### src/rtl/nsa_pkg.sv
// Shared definitions for the nibble-serial adder: FSM state encoding and nibble width.
package nsa_pkg;

    typedef enum logic [1:0] {
        ST_IDLE = 2'd0,
        ST_ADD  = 2'd1,
        ST_DONE = 2'd2
    } state_t;

    localparam int NIB_BITS = 4;

endpackage

### src/rtl/rippleCarryAdder.sv
// 4-bit ripple-carry adder, the nibble datapath of the serial adder.
// Purely combinational; no latency, no flow control.
module rippleCarryAdder (
    input  logic [3:0] a,
    input  logic [3:0] b,
    input  logic       Cy_in,
    output logic [3:0] sum,
    output logic       Cy4
);

    logic [4:0] c;

    assign c[0] = Cy_in;

    for (genvar i = 0; i < 4; i++) begin : g_fa
        assign sum[i]   = a[i] ^ b[i] ^ c[i];
        assign c[i + 1] = (a[i] & b[i]) | (c[i] & (a[i] ^ b[i]));
    end

    assign Cy4 = c[4];

endmodule

### src/rtl/nibble_serial_adder.sv
// Multi-word adder computing a + b + cin one nibble per clock through rippleCarryAdder.
// Latency: out_valid rises WIDTH/4 clocks after the accept edge; one op per WIDTH/4+2 cycles.
// Backpressure: result held in DONE until out_ready; no new operands accepted meanwhile.
module nibble_serial_adder
    import nsa_pkg::*;
#(
    parameter int WIDTH = 16
) (
    input  logic             clk,
    input  logic             rst_n,
    input  logic             in_valid,
    output logic             in_ready,
    input  logic [WIDTH-1:0] a,
    input  logic [WIDTH-1:0] b,
    input  logic             cin,
    output logic             out_valid,
    input  logic             out_ready,
    output logic [WIDTH-1:0] sum,
    output logic             cout,
    output logic             busy
);

    localparam int NIB   = WIDTH / NIB_BITS;
    localparam int CNT_W = (NIB > 1) ? $clog2(NIB) : 1;

    if ((WIDTH < NIB_BITS) || ((WIDTH % NIB_BITS) != 0)) begin : g_width_chk
        $error("nibble_serial_adder: WIDTH must be a multiple of 4 and >= 4");
    end

    state_t           state;
    logic [WIDTH-1:0] a_sh;
    logic [WIDTH-1:0] b_sh;
    logic [WIDTH-1:0] result;
    logic [WIDTH-1:0] result_nxt;
    logic             carry;
    logic [CNT_W-1:0] cnt;
    logic [3:0]       nib_sum;
    logic             nib_cy;

    rippleCarryAdder u_rca (
        .a     (a_sh[3:0]),
        .b     (b_sh[3:0]),
        .Cy_in (carry),
        .sum   (nib_sum),
        .Cy4   (nib_cy)
    );

    // Each new nibble enters at the top, so after NIB steps nibble 0 sits at the bottom.
    if (NIB == 1) begin : g_one_nib
        assign result_nxt = nib_sum;
    end else begin : g_multi_nib
        assign result_nxt = {nib_sum, result[WIDTH-1:NIB_BITS]};
    end

    always_ff @(posedge clk or negedge rst_n) begin
        if (!rst_n) begin
            state  <= ST_IDLE;
            a_sh   <= '0;
            b_sh   <= '0;
            result <= '0;
            carry  <= 1'b0;
            cnt    <= '0;
            sum    <= '0;
            cout   <= 1'b0;
        end else begin
            case (state)
                ST_IDLE: begin
                    if (in_valid) begin
                        a_sh  <= a;
                        b_sh  <= b;
                        carry <= cin;
                        cnt   <= '0;
                        state <= ST_ADD;
                    end
                end
                ST_ADD: begin
                    result <= result_nxt;
                    carry  <= nib_cy;
                    a_sh   <= a_sh >> NIB_BITS;
                    b_sh   <= b_sh >> NIB_BITS;
                    cnt    <= cnt + CNT_W'(1);
                    if (cnt == CNT_W'(NIB - 1)) begin
                        sum   <= result_nxt;
                        cout  <= nib_cy;
                        state <= ST_DONE;
                    end
                end
                ST_DONE: begin
                    if (out_ready) begin
                        state <= ST_IDLE;
                    end
                end
                default: state <= ST_IDLE;
            endcase
        end
    end

    assign in_ready  = (state == ST_IDLE);
    assign busy      = (state == ST_ADD);
    assign out_valid = (state == ST_DONE);

endmodule

### config.mk
export PLATFORM = sky130hd
export DESIGN_NAME = nibble_serial_adder
export DESIGN_NICKNAME = d
export VERILOG_FILES = /design/src/rtl/nsa_pkg.sv /design/src/rtl/rippleCarryAdder.sv /design/src/rtl/nibble_serial_adder.sv
export SDC_FILE = /design/constraint.sdc
export NUM_CORES = 1
export LEC_CHECK = 0
export BUFFER_PORTS_ARGS = -buffer_cell sky130_fd_sc_hd__buf_2
export CAP_MARGIN = 10
export CORE_UTILIZATION = 59
export CTS_CLUSTER_SIZE = 30
export DETAILED_ROUTE_END_ITERATION = 10
export PLACE_DENSITY_LB_ADDON = 0.2
export REMOVE_ABC_BUFFERS = 1
export SYNTH_ARGS = -nofsm -noshare
export SYNTH_HDL_FRONTEND = slang
export SYNTH_SLANG_ARGS = --single-unit
### constraint.sdc
create_clock -name clk -period 5.1 [get_ports clk]
set_input_delay 1.02 -clock clk [delete_from_list [all_inputs] [get_ports clk]]
set_output_delay 1.02 -clock clk [all_outputs]
set_load 0.005 [all_outputs]
==> results of run 1 <==
-- sequential cells by signal, indices dropped and copies added (netlist names) --
register	cells
cnt	2
cout	1
a_sh	16
b_sh	16
sum	16
result	12
carry	1
state	2
-- worst max-delay path: stages (launching register included) --
cell and delay (ns):
dfrtp_1 0.67, inv_1 0.48, nor2_1 0.18, buf_2 0.13
-- cells by family after synthesis --
logic type,Yosys count,share of synthesized area (%)
simple gates,95,14.8
flops,66,56.0
compound gates,65,14.7
buf+inv,32,6.03
mux,14,5.35
fa+ha+maj,5,3.14
-- worst paths after layout --
kind / startpoint / endpoint / slack [ns] / cells after the start
hold reg to reg: result[4]$_DFFE_PN0P_ / result[4]$_DFFE_PN0P_ / 0.47 / 2
setup / recovery: state[1]$_DFFE_PN0P_ / out_valid / 2.28 / 3
hold / removal: result[4]$_DFFE_PN0P_ / result[4]$_DFFE_PN0P_ / 0.47 / 2
min in group asynchronous: rst_n / result[4]$_DFFE_PN0P_ / 0.87 / 2
max in group asynchronous: rst_n / b_sh[8]$_DFFE_PN0P_ / 3.71 / 2
setup reg to reg: a_sh[0]$_DFFE_PN0P_ / result[15]$_DFFE_PN0P_ / 2.84 / 8
-- through the flow --
step | instance area, um2 | hold slack (ns) | std cells | util, %
3_5_place_dp | 3190 | 0.464 | 381 | 67.2
2_1_floorplan | 2810 | 0.442 | 255 | -
5_1_grt | 3400 | 0.498 | 396 | 71.5
4_1_cts | 3400 | 0.479 | 396 | 71.5
6_report | 3400 | 0.473 | 396 | 71.5
3_3_place_gp | 3190 | 0.458 | 381 | 67.2
-- cell usage after synthesis (5+ instances only) --
library cell  instances  area, um2
clkbuf_1              5       18.8
o32ai_1              15        131
dfrtp_1              66       1650
o22ai_1              21        131
o21ai_0              19       95.1
nor3_1               21        105
buf_2                 9       45.0
inv_1                10       37.5
mux2_2               14        158
nand2_1              45        169
nor2_1               18       67.6
buf_6                 5       56.3
-- metal layers --
layer	wire, um	up-vias
met5	0	-
met4	101	0
met3	250	8
met2	2920	76
met1	2650	1089
li1	-	1081
-- placed cells by master, fill, tap and decap left out, drive strengths merged --
cell	Yosys	routed
a21oi	2	2
a221oi	1	1
buf	16	59
bufinv	0	1
clkbuf	6	13
clkinv	0	1
dfrtp	66	66
fa	4	4
ha	1	1
inv	10	10
mux2	14	14
nand2	45	45
nand2b	4	4
nand3b	4	4
nor2	19	19
nor2b	1	1
nor3	21	21
o21ai	22	22
o221a	3	3
o22ai	21	21
o31ai	1	1
o32ai	15	15
or2	1	1
-- power breakdown --
group,switching (uW),leakage [uW],internal (uW)
clock network,189,0.000106,263
logic,482,0.000716,380
registers,180,0.000804,776
-- area by class of cell --
type,instances,area (um2),share of cell area (%)
clock buffers,13,169,4.97
well taps,67,83.8,2.47
multi-input cells,179,1120,32.9
flip-flops and latches,66,1650,48.6
clock inverters,2,35.0,1.03
repair buffers,59,303,8.91
inverters,10,37.5,1.10
==> results.yml, run 1 <==
run_status:
  status: "complete, no violations"
clock_tree:
  holdBufCountCts: 0
  cts_tree: "done"
  cts_setup_buffers: 0
  cts_root_buf: "clkbuf_8"
  cts_sinks: 66
  clockBufferDepth: 2
  numCtsBuffers: 9
  cts.reportedPaths.clkPinSlew_ns: 0.06
  cts-htree-levels: 3
  clk_latency_ns: 0.33
  cts_resized: 0
yosys:
  synth_area_um2: 2950
  yosysUniqueCellTypes: 28
  synth_edf_count: 0
  synth_warnings: 0
  syn_inst: 277
  synth-seq-cells: 66
  seq_area_frac_synth_pct: 56.0
  synth.avg_cell_area_um2: 10.6
  ys_async_sr_fraction_pct: 100
  synth_ff_type: "dfrtp_1"
min_path:
  hold_class: "flip-flop to flip-flop"
global_routing:
  grt_max_degree: 67
  grt_pass1_wl_um: 9760
  grtUsageMet3_pct: 4.70
  gr-usage-all-layers_pct: 24.7
  grt_antenna_before_repair: 0
  use_met1_pct: 31.9
  grt_pass1_vias: 2088
  grt_use_met2_pct: 40.8
  grt-busiest-layer: "met2"
  grt-ovfl-total: 0
worst_setup_path:
  required_ns: 4.08
  crit_type: "flip-flop to output port"
  cp-start-kind: "flip-flop"
  cp.arrival_ns: 1.80
  crit_fanout: 23
  end_kind: "output port"
floorplanning:
  die_h_um: 72.7
  rows: 25
  start_util_pct: 62.0
  design.die.area_um2: 5280
  ios: 57
  die_w_um: 72.7
  core_um2: 4750
routing:
  dr.pass1.iters: 4
  wl_per_cell_um: 15.0
  drc_errors: 0
  viasPerCell: 5.69
  wl_um: 5920
  drtAntennaViolNets: 0
  first_iter_violations: 109
  vias: 2254
cells_and_area:
  fin_nets: 367
  fillCellCount: 373
  drive_above_1_share_pct: 28.3
  area_growth_pct: 15.3
  diodes: 0
timing:
  fin_crit_ns: 2.82
  hold_viol_final: 0
  worst_pin_slew_ns: 0.809
  rsz0062_at_grt: "false"
  setup-violations-final: 0
  period_share_pct: 55.4
  fin_tns_setup_ns: 0
  maxSlewHeadroom_pct: 46.1
  max_freq_mhz: 354
  fin_ws_ns: 2.28
  finalClockSkew_ns: 0.00337
  slew_violations: 0
pwr:
  power.density_nw_per_um2: 668
  peakVddDrop_mv: 0.399
  p_total_uw: 2270
  leakage_uw: 0.00163
placement:
  port-buffer-count: 56
  pre_cts_slack_ns: 2.64
  gp_congestion: 0.740
  dp_hpwl_um: 3810
flow_run:
  maxCapViolCount: 0
Power figures use the tool's default switching activity.
==> run 2, diff against run 1 <==
--- a/config.mk
+++ b/config.mk
@@ -7,7 +7,7 @@
 export LEC_CHECK = 0
 export BUFFER_PORTS_ARGS = -buffer_cell sky130_fd_sc_hd__buf_2
 export CAP_MARGIN = 10
-export CORE_UTILIZATION = 59
+export CORE_UTILIZATION = 49
 export CTS_CLUSTER_SIZE = 30
 export DETAILED_ROUTE_END_ITERATION = 10
 export PLACE_DENSITY_LB_ADDON = 0.2
==> constraint.sdc (replaced) <==
create_clock -name clk -period 2.48 [get_ports clk]
set_input_delay 0.496 -clock clk [delete_from_list [all_inputs] [get_ports clk]]
set_output_delay 0.496 -clock clk [all_outputs]
set_load 0.005 [all_outputs]
==> results.yml, run 2 (same netlist as run 1, synthesis figures left out) <==
run_status:
  status: "complete, no violations"
routing:
  drc_errors: 0
  first_iter_violations: 91
  wl_um: 6210
  dr.pass1.iters: 4
  viasPerCell: 5.61
  wl_per_cell_um: 15.3
  drtAntennaViolNets: 0
  vias: 2282
worst_setup_path:
  path_cells: "fa_1 -> inv_1 -> fa_1 -> inv_1 -> fa_1 -> inv_1 -> fa_1 -> o21ai_0"
  reg2reg_to: "sum[15]$_DFFE_PN0P_"
  cp-start-kind: "flip-flop"
  required_ns: 2.73
  crit_fanout: 3
  critPathLaunch: "a_sh[0]$_DFFE_PN0P_"
  r2r_slack_ns: 0.24
  path_common_cell: "fa_1"
  cpPeakStageDelay_ns: 0.42
  critPathBufInv: 3
  crit_type: "flip-flop to flip-flop"
  r2r-start: "a_sh[0]$_DFFE_PN0P_"
  cp.arrival_ns: 2.48
  reg2regPathDepth: 8
  cp_top_family: "adder cells"
  cp_slowest_cell: "fa_1"
  end_kind: "flip-flop"
timing:
  fin_ws_ns: 0.242
  maxSlewHeadroom_pct: 63.2
  period_share_pct: 90.2
  hold_viol_final: 0
  slew_violations: 0
  setup-violations-final: 0
  finalClockSkew_ns: 0.00759
  max_freq_mhz: 447
  rsz0062_at_grt: "false"
  fin_crit_ns: 2.24
  fin_tns_setup_ns: 0
  worst_pin_slew_ns: 0.551
global_routing:
  grt_pass1_wl_um: 10400
  grt_antenna_before_repair: 0
  gr-usage-all-layers_pct: 21.8
  grt_pass1_vias: 2236
  grt-ovfl-total: 0
  grt_max_degree: 44
pwr:
  seq_power_share_pct: 42.2
  peakVddDrop_mv: 0.575
  power.density_nw_per_um2: 1330
  p_int_uw: 2800
  leakage_uw: 0.00164
  p_sw_uw: 1750
  switching_share_pct: 38.5
  clkPwrFrac_pct: 16.9
  p_comb_share_pct: 40.9
cells_and_area:
  drive_above_1_share_pct: 29.0
  stdcell_count: 407
  top_regs: "a_sh: 16 flops, b_sh: 16 flops, sum: 16 flops"
  diodes: 0
  most-common-layout-cells: "66 x dfrtp_1, 56 x buf_2, 45 x nand2_1, 21 x nor3_1, 21 x o22ai_1"
  final_common_cell: "dfrtp_1"
  area_growth_pct: 15.8
  fin_nets: 372
floorplanning:
  rows: 27
  start_util_pct: 52.3
  design.die.area_um2: 6330
  die_w_um: 79.6
  ios: 57
  core_um2: 5640
  die_h_um: 79.6
placement:
  dp_hpwl_um: 4000
  numPlacedInstances: 391
  port-buffer-count: 56
  gp_congestion: 0.716
  pre_cts_slack_ns: 0.279
clock_tree:
  cts.reportedPaths.clkPinSlew_ns: 0.07
  cts-htree-levels: 3
  cts_setup_buffers: 0
  holdBufCountCts: 0
  cts_resized: 0
  cts_tree: "done"
  numCtsBuffers: 9
  clockBufferDepth: 2
  clk_latency_ns: 0.34
  cts_sinks: 66
  cts_root_buf: "clkbuf_8"
min_path:
  hold_class: "input port to asynchronous set/reset pin"
flow_run:
  maxCapViolCount: 0
-- run 2: cell types whose count changed in the layout (fill, tap and decap cells not counted) --
| cell | change |
|---|---|
| clkbuf_1 | +2 |
| clkbuf_8 | -2 |
| buf_12 | +1 |
| bufinv_16 | -1 |
| clkinv_2 | +2 |
| buf_4 | +4 |
-- run 2: worst max-delay path by stage --
stage	to	depth (start not counted)	slack, ns
after floorplan	busy	2	-0.28
after global placement	sum[15]$_DFFE_PN0P_	8	0.32
after detailed placement	sum[15]$_DFFE_PN0P_	8	0.28
after CTS	sum[15]$_DFFE_PN0P_	8	0.23
after global routing	sum[15]$_DFFE_PN0P_	8	0.09
final	sum[15]$_DFFE_PN0P_	8	0.24
-- run 2: worst register-to-register path: cells and delay by family, from the launching register on --
| kind | cells | cell delay, ns |
|---|---|---|
| AOI/OAI and AO/OA | 1 | 0.19 |
| buffers and inverters | 3 | 0.21 |
| DFF | 1 | 0.41 |
| adders and majority gates | 4 | 1.35 |
-- run 2: power by group through the flow --
| stage | registers, uW | logic, uW | clock network [uW] |
|---|---|---|---|
| floorplan | 1960 | 1180 | 0 |
| global placement | 1920 | 1800 | 0 |
| detailed placement | 1940 | 1870 | 0 |
| CTS | 1920 | 1880 | 791 |
| global route | 2000 | 2130 | 835 |
| finish | 1920 | 1860 | 770 |
-- run 2: final cells by class --
class                           instances  area (um2)
Tap cell                               72        90.1
Inverter                               10        37.5
Multi-Input combinational cell        179        1120
Clock buffer                           13         149
Fill cell                             496        2230
Timing Repair Buffer                   64         353
Clock inverter                          3        15.0
Sequential cell                        66        1650
-- run 2: through the flow --
step / cell area [um2] / total power, uW / util [%] / hold WS, ns
2_1_floorplan: 2810 / 3140 / - / 0.200
3_3_place_gp: 3250 / 3720 / 57.6 / 0.457
3_5_place_dp: 3250 / 3810 / 57.6 / 0.470
4_1_cts: 3410 / 4590 / 60.5 / 0.152
5_1_grt: 3410 / 4960 / 60.5 / 0.163
6_report: 3410 / 4550 / 60.5 / 0.140
-- run 2: routing by layer --
metal | track usage, % | share of wire (%) | wire length [um]
met5 | 0 | 0 | 0
met4 | 10.0 | 1.6 | 101
met3 | 5.26 | 5.5 | 344
met2 | 33.9 | 48 | 2960
met1 | 28.7 | 45 | 2810
